[src/rtl/move_scheduler.sv]
// Frame-synchronous movement controller: latches per-object move commands from UART bytes
// and applies them to a 15-object position table in one sequential scan per frame tick.
module move_scheduler #(
   parameter int unsigned STEP  = 1,
   parameter int unsigned X_MIN = 40,
   parameter int unsigned X_MAX = 760,
   parameter int unsigned Y_MIN = 84,
   parameter int unsigned Y_MAX = 516,
   parameter int unsigned X_RST = 400,
   parameter int unsigned Y_RST = 300
) (
   input  logic        CLOCK_50,
   input  logic        rst_n,
   input  logic [7:0]  rx_data,
   input  logic        rx_valid,
   input  logic        frame_tick,
   input  logic [3:0]  rd_idx,
   output logic [10:0] rd_x,
   output logic [9:0]  rd_y,
   output logic        busy,
   output logic        update_done,
   output logic        overrun
);

   typedef enum logic [1:0] {S_IDLE, S_SCAN, S_DONE} state_t;

   localparam int unsigned N_OBJ = 15;

   state_t      state_q, state_d;
   logic [3:0]  scan_idx_q, scan_idx_d;
   logic [3:0]  pending_q [N_OBJ];
   logic [3:0]  pending_d [N_OBJ];
   logic [10:0] pos_x_q [N_OBJ];
   logic [10:0] pos_x_d [N_OBJ];
   logic [9:0]  pos_y_q [N_OBJ];
   logic [9:0]  pos_y_d [N_OBJ];
   logic [10:0] rd_x_q, rd_x_d;
   logic [9:0]  rd_y_q, rd_y_d;
   logic        overrun_q, overrun_d;
   logic [11:0] nx, ny;
   logic [3:0]  rx_idx;

   // Signed step then clamp; a pending +/- pair cancels to no movement.
   function automatic logic [11:0] step_axis(input logic [11:0] p, input logic inc,
                                             input logic dec, input logic [11:0] lo,
                                             input logic [11:0] hi);
      logic signed [11:0] n;
      n = $signed(p);
      if (inc && !dec)      n = n + $signed(12'(STEP));
      else if (dec && !inc) n = n - $signed(12'(STEP));
      if (n < $signed(lo))      n = $signed(lo);
      else if (n > $signed(hi)) n = $signed(hi);
      return n;
   endfunction

   assign rx_idx = rx_data[7:4];

   always_comb begin
      state_d    = state_q;
      scan_idx_d = scan_idx_q;
      overrun_d  = overrun_q;
      nx         = '0;
      ny         = '0;
      rd_x_d     = 11'(X_RST);
      rd_y_d     = 10'(Y_RST);
      for (int unsigned i = 0; i < N_OBJ; i++) begin
         pending_d[i] = pending_q[i];
         pos_x_d[i]   = pos_x_q[i];
         pos_y_d[i]   = pos_y_q[i];
      end

      for (int unsigned i = 0; i < N_OBJ; i++) begin
         if (state_q == S_SCAN && scan_idx_q == 4'(i)) begin
            nx = step_axis({1'b0, pos_x_q[i]}, pending_q[i][0], pending_q[i][1],
                           12'(X_MIN), 12'(X_MAX));
            ny = step_axis({2'b00, pos_y_q[i]}, pending_q[i][2], pending_q[i][3],
                           12'(Y_MIN), 12'(Y_MAX));
            pos_x_d[i]   = 11'(nx);
            pos_y_d[i]   = 10'(ny);
            pending_d[i] = '0;
         end
         // Written after the scan clear so a same-cycle command survives for the next frame.
         if (rx_valid && rx_idx == 4'(i))
            pending_d[i] = rx_data[3:0];
         if (rd_idx == 4'(i)) begin
            rd_x_d = pos_x_q[i];
            rd_y_d = pos_y_q[i];
         end
      end

      case (state_q)
         S_IDLE: begin
            if (frame_tick) begin
               state_d    = S_SCAN;
               scan_idx_d = '0;
            end
         end
         S_SCAN: begin
            if (frame_tick) overrun_d = 1'b1;
            if (scan_idx_q == 4'(N_OBJ - 1)) state_d = S_DONE;
            else scan_idx_d = scan_idx_q + 4'd1;
         end
         S_DONE: begin
            if (frame_tick) overrun_d = 1'b1;
            state_d = S_IDLE;
         end
         default: state_d = S_IDLE;
      endcase
   end

   always_ff @(posedge CLOCK_50 or negedge rst_n) begin
      if (!rst_n) begin
         state_q    <= S_IDLE;
         scan_idx_q <= '0;
         overrun_q  <= 1'b0;
         rd_x_q     <= 11'(X_RST);
         rd_y_q     <= 10'(Y_RST);
         for (int unsigned i = 0; i < N_OBJ; i++) begin
            pending_q[i] <= '0;
            pos_x_q[i]   <= 11'(X_RST);
            pos_y_q[i]   <= 10'(Y_RST);
         end
      end else begin
         state_q    <= state_d;
         scan_idx_q <= scan_idx_d;
         overrun_q  <= overrun_d;
         rd_x_q     <= rd_x_d;
         rd_y_q     <= rd_y_d;
         for (int unsigned i = 0; i < N_OBJ; i++) begin
            pending_q[i] <= pending_d[i];
            pos_x_q[i]   <= pos_x_d[i];
            pos_y_q[i]   <= pos_y_d[i];
         end
      end
   end

   assign rd_x        = rd_x_q;
   assign rd_y        = rd_y_q;
   assign busy        = (state_q == S_SCAN);
   assign update_done = (state_q == S_DONE);
   assign overrun     = overrun_q;

endmodule

[config.mk]
export PLATFORM = sky130hd
export DESIGN_NAME = move_scheduler
export DESIGN_NICKNAME = d
export VERILOG_FILES = /design/src/rtl/move_scheduler.sv
export SDC_FILE = /design/constraint.sdc
export NUM_CORES = 1
export LEC_CHECK = 0
export ABC_AREA = 1
export CAP_MARGIN = 30
export CORE_MARGIN = 2
export CORE_UTILIZATION = 65
export DETAILED_ROUTE_END_ITERATION = 10
export HOLD_SLACK_MARGIN = 0.08
export PLACE_DENSITY = 0.82
export REMOVE_ABC_BUFFERS = 1
export SLEW_MARGIN = 20
export SYNTH_ARGS = -nofsm -noshare
export SYNTH_HDL_FRONTEND = slang
export SYNTH_SLANG_ARGS = --single-unit
[constraint.sdc]
create_clock -name CLOCK_50 -period 5.95 [get_ports CLOCK_50]
set_input_delay 1.19 -clock CLOCK_50 [delete_from_list [all_inputs] [get_ports CLOCK_50]]
set_output_delay 1.19 -clock CLOCK_50 [all_outputs]
set_load 0.005 [all_outputs]
; Word-level counts from Yosys, hierarchy flattened
; Cells that the tools add are included.
[totals]
elab_cells = 608
mem_count = 0
ram_bits = 0
inputBits = 16
romBits = 0
output_inout_bits = 24
latchBits = 0
regBits = 403
[op_classes]
magnitude_cmp = 60
reduce_logical = 174
mux = 216
eq_ne = 47
n_addsub = 61
n_bitwise = 0
multipliers = 0
n_div = 0
n_shift = 0
[op_table]
columns = op, n
row1 = 12-bit 2-to-1 mux, 90
row2 = 11-bit 2-to-1 mux, 45
row3 = 10-bit 2-to-1 mux, 45
row4 = "12-bit by 11-bit > comparator with 1-bit output, second input constant", 30
row5 = "11-bit by 1-bit adder with 12-bit output, second input constant", 15
row6 = "12-bit by 7-bit < comparator with 1-bit output, second input constant", 15
row7 = "12-bit by 8-bit < comparator with 1-bit output, second input constant", 15
row8 = "11-bit by 1-bit subtractor with 12-bit output, second input constant", 15
row9 = "10-bit by 1-bit adder with 11-bit output, second input constant", 15
row10 = "10-bit by 1-bit subtractor with 11-bit output, second input constant", 15
row11 = 4-bit 2-to-1 mux, 32
row12 = 1-bit logical AND, 90
row13 = "4-bit equality test, second input constant", 21
row14 = 1-bit zero test, 60
row15 = "4-bit by 3-bit equality test with 1-bit output, second input constant", 12
row16 = 2-bit nonzero test, 16
row17 = "4-bit by 2-bit equality test with 1-bit output, second input constant", 6
row18 = "4-bit by 1-bit equality test with 1-bit output, second input constant", 3
row19 = 4-bit zero test, 3
row20 = 4-bit case mux with 2 select lines, 1
row21 = "4-bit by 1-bit adder with 4-bit output, second input constant", 1
row22 = 2-bit 2-to-1 mux, 2
row23 = "2-bit inequality test, second input constant", 2
row24 = 2-bit case mux with 2 select lines, 1
row25 = 7 further kinds, 8

; Depth between registers and ports, before layout
; Gate-level depths: netlist of run 1.
[logic_depth]
depth_word = 16
depth_mapped = 19
ltp_nobuf = 19

; Worst setup path before layout of run 1
; No wires, ideal clock.
[synth_path]
path_kind = input port to flip-flop
startpoint = input port rd_idx[1]
endpoint = register rd_y_q[1] (netlist: rd_y[1])
arrival_time_ns = 2.370
n_path_buf = 1
setup_time_ns = 0.130
required_ns = 5.820
stages = 11
setup_slack_ns = 3.450
path_cell_list = inv_1 -> nor2_1 -> nand2_1 -> clkbuf_1 -> nor2_1 -> nor3_1 -> nand3_1 -> nor3_1 -> nand4_1 -> nor2_1 -> nand4_1
[synth_between]
elab_chain_len = 16
word_cells_on_any_way = 30
classes_between = 14 x eq/ne / 15 x mux / 1 x reduce/logical
[synth_rtl]
columns = item, line_no
row1 = "start, declared", 17  ; input logic [3:0] rd_idx,
row2 = 4-bit zero test, 85  ; if (rd_idx == 4'(i)) begin
row3 = 10-bit 2-to-1 mux (14 in series), 85
row4 = 10-bit 2-to-1 mux (*), 85
row5 = named net rd_y_d[1], 38  ; logic [9:0] rd_y_q, rd_y_d;
row6 = "end signal, assigned", 117  ; rd_y_q <= 10'(Y_RST);
row7 = "end signal, assigned", 128  ; rd_y_q <= rd_y_d;
row8 = "end, declared", 38
; The timed path passes the listed nets; every way through them passes the cells marked *.
; A chain may end at the register's enable or synchronous reset.

; Worst setup path after layout of run 1
[layout_path]
startpoint = register state_q[1]
endpoint = register pos_x_q[92] (netlist name)
[layout_between]
elab_chain_len = 2
[layout_rtl]
columns = item, line_no
row1 = "start, declared", 29  ; state_t state_q, state_d;
row2 = "start signal, assigned", 124  ; state_q <= state_d;
row3 = 2-bit by 1-bit equality test with 1-bit output, 73  ; if (state_q == S_SCAN && scan_idx_q == 4'(i)) begin
row4 = 1-bit logical AND, 73
row5 = "end signal, assigned by index", 120  ; pos_x_q[i] <= 11'(X_RST);
row6 = "end signal, assigned by index", 131  ; pos_x_q[i] <= pos_x_d[i];
row7 = "end, declared", 33  ; logic [10:0] pos_x_q [N_OBJ];
; Every way passes these cells.

==> reports/results.ini, run 1 <==
[sta]
period_share_pct=56.3
worst_pin_slew_ps=1020
tns_ps=0
finalHoldViolCount=0
rsz0062_at_grt=false
skew_ps=23.3
final.setup.worst_slack_ps=2600
fmax_ghz=0.299
final.min_clock_period_ps=3350
hold_ws_ps=489
finalSetupViolCount=0
max_slew_margin_pct=32.1
slew_viol_final=0

[yosys]
ys_seq_elements=403
ys_types=66
async_flop_share_pct=100
synth_ff_type=dfrtp_1
yosys_warnings=0
syn_inst=5641
syn_area_sq_um=34400
syn_area_per_cell_sq_um=6.10
yosysSeqAreaShare_pct=29.7
synth-edff-count=0

[outcome]
status=finished, final reports clean

[layout]
design_area_sq_um=37100
fillerInstances=4531
area_delta_synth_final_pct=7.94
stdcell_count=6373
drive_gt1_share_pct=7.93
layout_commonest_cell=nand2_1
mostFrequentLayoutCells=nand2_1 (1907), inv_1 (723), nor2_1 (661)
nets=5731

[clocking]
root_buffer=clkbuf_16
clock_latency_ps=600
ctsHoldBuffers=0
cts_tree=yes
htree_num_levels=2
post-cts-setup-buffer-count=0
cts_sinks=403
clkTransAtPathRegs_ps=60
cts_buffer_depth=3
cts_made_buffers=48
cts_resized=0

[pwr]
seq_power_share_pct=29.2
clock_power_share_pct=19.8
cellInternalPower_uw=7890
vdd_drop_max_mv=0.417
power_switching_uw=7880
p_sw_share_pct=50.0
pwr-share-comb_pct=51.0
leakage_uw=0.0189
power_density_nw_per_um2=425

[floorplan]
die_area_sq_um=54800
rows=84
die_w_microns=234
die_h_microns=234
io_pins=40
core_sq_um=52400
initial_utilization_pct=65.6

[placement]
postPlaceCellArea_sq_um=35400
gp_congestion=1.04
dp_cells=6281
port_buffers=39
hpwl_microns=91000
place_ws_ps=2210

[worst_setup_path]
crit_top_cell=nand2_1
critPathTopFamily=simple AND/OR/NAND/NOR gates
startpoint_type=flop
crit_required_ps=6480
slowest_delay_ps=820
path_max_fanout=16
cpMaxStageDelayCell=nor2_1
path_class=flop to flop
critPathArrivalTime_ps=3880
cp-end-kind=flop
cp_cell_sequence=inv_1 -> ha_1 -> nand2_1 -> nor2_1 -> inv_1 -> nor2_1 -> nand2_1 -> inv_1 -> nand2_1 -> nand2_1
path_buf_inv=3

[route]
wire_per_inst_microns=18.5
ant_nets=0
first_iter_violations=3867
drc=0
totalWireLength_microns=118000
vias=37700
firstDrtPassIters=6
vias_per_cell=5.92

[grt]
first_global_vias=34100
antenna_found_initial=4
track_usage_pct=42.4
grt_max_degree=125
grt_overflow=0
grt_first_pass_wirelength_microns=182000

[worst_hold_path]
holdCritPathClass=flop to flop

[run]
cap_violations=0

==> kinds of logic (layout without fill, tap and decap cells) <==
group | Yosys count | count (layout) | share of synthesized area (%)
adder cells (fa/ha/maj) | 68 | 68 | 2.47
flip-flops | 403 | 403 | 29.7
buffers and inverters | 894 | 937 | 10.0
XOR/XNOR | 120 | 120 | 3.08
multiplexers | 2 | 2 | 0.0582
AND/OR/NAND/NOR | 3531 | 3531 | 44.4
other | 0 | 1 | 0
AO/OA/AOI/OAI | 623 | 623 | 10.2
==> flip-flops by register name, indices dropped and copies added (netlist names) <==
signal      count
pos_x_q       165
pos_y_q       150
pending_q      60
rd_x           11
rd_y           10
scan_idx_q      4
state_q         2
overrun         1
==> power groups by stage <==
stage / Combinational, uW / Clock (uW) / Sequential (uW)
floorplan: 6070 / 0 / 4090
global placement: 7610 / 0 / 4570
detailed placement: 7800 / 0 / 4560
CTS: 7880 / 3130 / 4540
global route: 9090 / 3250 / 4640
finish: 8050 / 3120 / 4600
==> synthesized netlist by cell type (59+ instances only) <==
| library cell | count | area [sq um] |
|---|---|---|
| nor3_1 | 74 | 370 |
| o22ai_1 | 98 | 613 |
| nand2_1 | 1907 | 7160 |
| inv_1 | 723 | 2710 |
| a21oi_1 | 113 | 566 |
| dfrtp_1 | 291 | 7280 |
| dfstp_2 | 112 | 2940 |
| nand3_1 | 509 | 2550 |
| nand4_1 | 171 | 1070 |
| nor2_1 | 663 | 2490 |
| o21ai_0 | 289 | 1450 |
| ha_1 | 68 | 851 |
| xor2_1 | 118 | 1030 |
| clkbuf_1 | 59 | 221 |
==> layout make-up <==
| cell class | instances | area, sq um | share of cell area (%) |
|---|---|---|---|
| Clock buffer | 69 | 1380 | 3.72 |
| Tap cell | 688 | 861 | 2.32 |
| Antenna cell | 1 | 2.50 | 0.00674 |
| Clock inverter | 18 | 262 | 0.705 |
| Inverter | 782 | 2940 | 7.91 |
| Sequential cell | 403 | 10200 | 27.6 |
| Timing Repair Buffer | 68 | 706 | 1.90 |
| Multi-Input combinational cell | 4344 | 20700 | 55.9 |
==> path summary, 6_finish.rpt <==
check                           cells after the start                   start  slack, ps                  endpoint
worst min register to register                      1     overrun$_DFFE_PN0P_        490       overrun$_DFFE_PN0P_
min in group asynchronous                           1                   rst_n        580  pos_y_q[144]$_DFFE_PN0P_
max in group asynchronous                           2                   rst_n       4180    pos_y_q[6]$_DFFE_PN0P_
worst min-delay path                                1     overrun$_DFFE_PN0P_        490       overrun$_DFFE_PN0P_
worst max register to register                     10  state_q[1]$_DFFE_PN0P_       2600   pos_x_q[92]$_DFFE_PN1P_
worst max-delay path                               10  state_q[1]$_DFFE_PN0P_       2600   pos_x_q[92]$_DFFE_PN1P_
==> per-layer routing <==
metal	vias up	routed length (microns)	GRT usage, %
li1	18100	-	-
met2	1861	51600	66.2
met1	17300	45500	51.9
met5	-	23	0
met3	492	10900	9.30
met4	4	9560	30.6
==> per-stage QoR <==
step	power (uW)	utilization, %
after floorplan	10200	-
after global placement	12200	67.4
after detailed placement	12400	67.6
after CTS	15500	70.7
after global routing	17000	70.8
final	15800	70.8
(Power assumes the default switching activity.)
==> run 2: changes to the inputs <==
Clock period 5.95 ns to 3.2 ns, I/O delays scaled along.
==> reports/results.ini, run 2 (synthesis results as in run 1) <==
[grt]
grt_max_degree=83
track_usage_pct=42.2
grt_overflow=0
first_global_vias=33900
antenna_found_initial=3
grt_first_pass_wirelength_microns=182000

[route]
ant_nets=0
totalWireLength_microns=116000
wl_met2_microns=51100
first_iter_violations=3655
vias_per_cell=5.84
vias=37400
wl_met3_microns=10500
wire_per_inst_microns=18.1
maxUsedRoutingLayer=met5
firstDrtPassIters=7
drc=0
met1_length_microns=45100

[worst_setup_path]
crit_required_ps=2560
cp_cell_sequence=inv_1 -> ha_1 -> clkdlybuf4s50_1
slowest_delay_ps=600
path_max_fanout=11
reg2reg_slack_ps=480
worst-r2r-cell-count=9
path_class=flop to primary output
crit_start=state_q[1]$_DFFE_PN0P_
startpoint_type=flop
r2r-end=pos_x_q[68]$_DFFE_PN0P_
cp-end-kind=primary output
endpoint=busy
critPathArrivalTime_ps=2140
cpMaxStageDelayCell=clkdlybuf4s50_1
reg2reg_from=state_q[1]$_DFFE_PN0P_

[pwr]
pwr-share-comb_pct=51.2
clock_power_share_pct=19.6
p_sw_share_pct=50.2
cellInternalPower_uw=14500
seq_power_share_pct=29.2
leakage_uw=0.0190
power_switching_uw=14600
power.total_uw=29100
power_density_nw_per_um2=781
vdd_drop_max_mv=0.705

[run]
cap_violations=0

[placement]
postPlaceCellArea_sq_um=35600
port_buffers=39
hpwl_microns=89900
gp_congestion=1.04
dp_cells=6313

[layout]
drive_gt1_share_pct=8.31
layout_commonest_cell=nand2_1
regMostFlops=pos_x_q
area_delta_synth_final_pct=8.30
stdcell_count=6403
largest_reg_flops=165
top_regs=pos_x_q: 165 flops, pos_y_q: 150 flops, pending_q: 60 flops
design_area_sq_um=37200
fillerInstances=4651
mostFrequentLayoutCells=nand2_1 (1907), inv_1 (723), nor2_1 (661)
nets=5759

[sta]
rsz0062_at_grt=false
worst_pin_slew_ps=730
period_share_pct=86.9
max_slew_margin_pct=50.8
finalHoldViolCount=0
final.min_clock_period_ps=2780
finalSetupViolCount=0
skew_ps=31.6
fmax_ghz=0.360
slew_viol_final=0
tns_ps=0

[clocking]
clkTransAtPathRegs_ps=60
ctsHoldBuffers=1
htree_num_levels=2
cts_buffer_depth=3
cts_made_buffers=47
cts_resized=0
cts_sinks=403
clock_latency_ps=620
cts_tree=yes
post-cts-setup-buffer-count=0
root_buffer=clkbuf_16

[floorplan]
rows=84
initial_utilization_pct=65.6
io_pins=40
core_sq_um=52400
die_w_microns=234
die_h_microns=234
die_area_sq_um=54800

[worst_hold_path]
holdCritPathClass=flop to flop

[outcome]
status=finished, final reports clean

run 2: changes by cell type in the layout (fill, tap and decap cells not counted), sizes merged:
cell / change
buf: +28
bufinv: -3
clkbuf: +3
clkinvlp: -1
diode: +1
dlygate4sd3: +1
inv: +1
run 2: per-stage QoR:
| stage | setup slack, ps | util (%) | hold WS (ps) |
|---|---|---|---|
| after floorplan | 590 | - | 344 |
| after global placement | 143 | 67.9 | 439 |
| after detailed placement | 52.4 | 67.9 | 450 |
| after CTS | 407 | 71.0 | 463 |
| after global routing | 332 | 71.0 | 487 |
| final | 421 | 71.0 | 458 |
run 2: worst min path at each step:
stage,startpoint,end,cells past startpoint
global route,overrun$_DFFE_PN0P_,overrun$_DFFE_PN0P_,1
detailed placement,overrun$_DFFE_PN0P_,overrun$_DFFE_PN0P_,1
global placement,overrun$_DFFE_PN0P_,overrun$_DFFE_PN0P_,1
finish,overrun$_DFFE_PN0P_,overrun$_DFFE_PN0P_,1
floorplan,rst_n,overrun$_DFFE_PN0P_,0
CTS,overrun$_DFFE_PN0P_,overrun$_DFFE_PN0P_,1
run 2: power by group through the flow:
stage                     sequential [uW]  clock [uW]  combinational, uW
after global placement               8470           0              14200
final                                8500        5690              14900
after CTS                            8400        5710              14600
after global routing                 8580        5920              17000
after detailed placement             8460           0              14500
after floorplan                      7600           0              11300
run 2: final cells by class:
cell class	instances	area [sq um]	area share (%)
clock buffers	72	1410	3.79
clock inverters	15	176	0.474
multi-input cells	4344	20700	55.7
repair buffers	97	896	2.41
flip-flops and latches	403	10200	27.5
well taps	688	861	2.31
inverters	782	2940	7.89
diodes	2	5.00	0.0134
run 2: routing by layer:
metal	track usage [%]	up-vias
li1	-	18100
met1	52.2	17000
met2	66.8	1791
met3	8.30	434
met4	28.8	4
met5	0	-
run 2: critical path: cells and delay by family, from the launching register on:
kind       cells  cell delay, ps
fa+ha+maj      1             400
buf+inv        2             730
flops          1             390
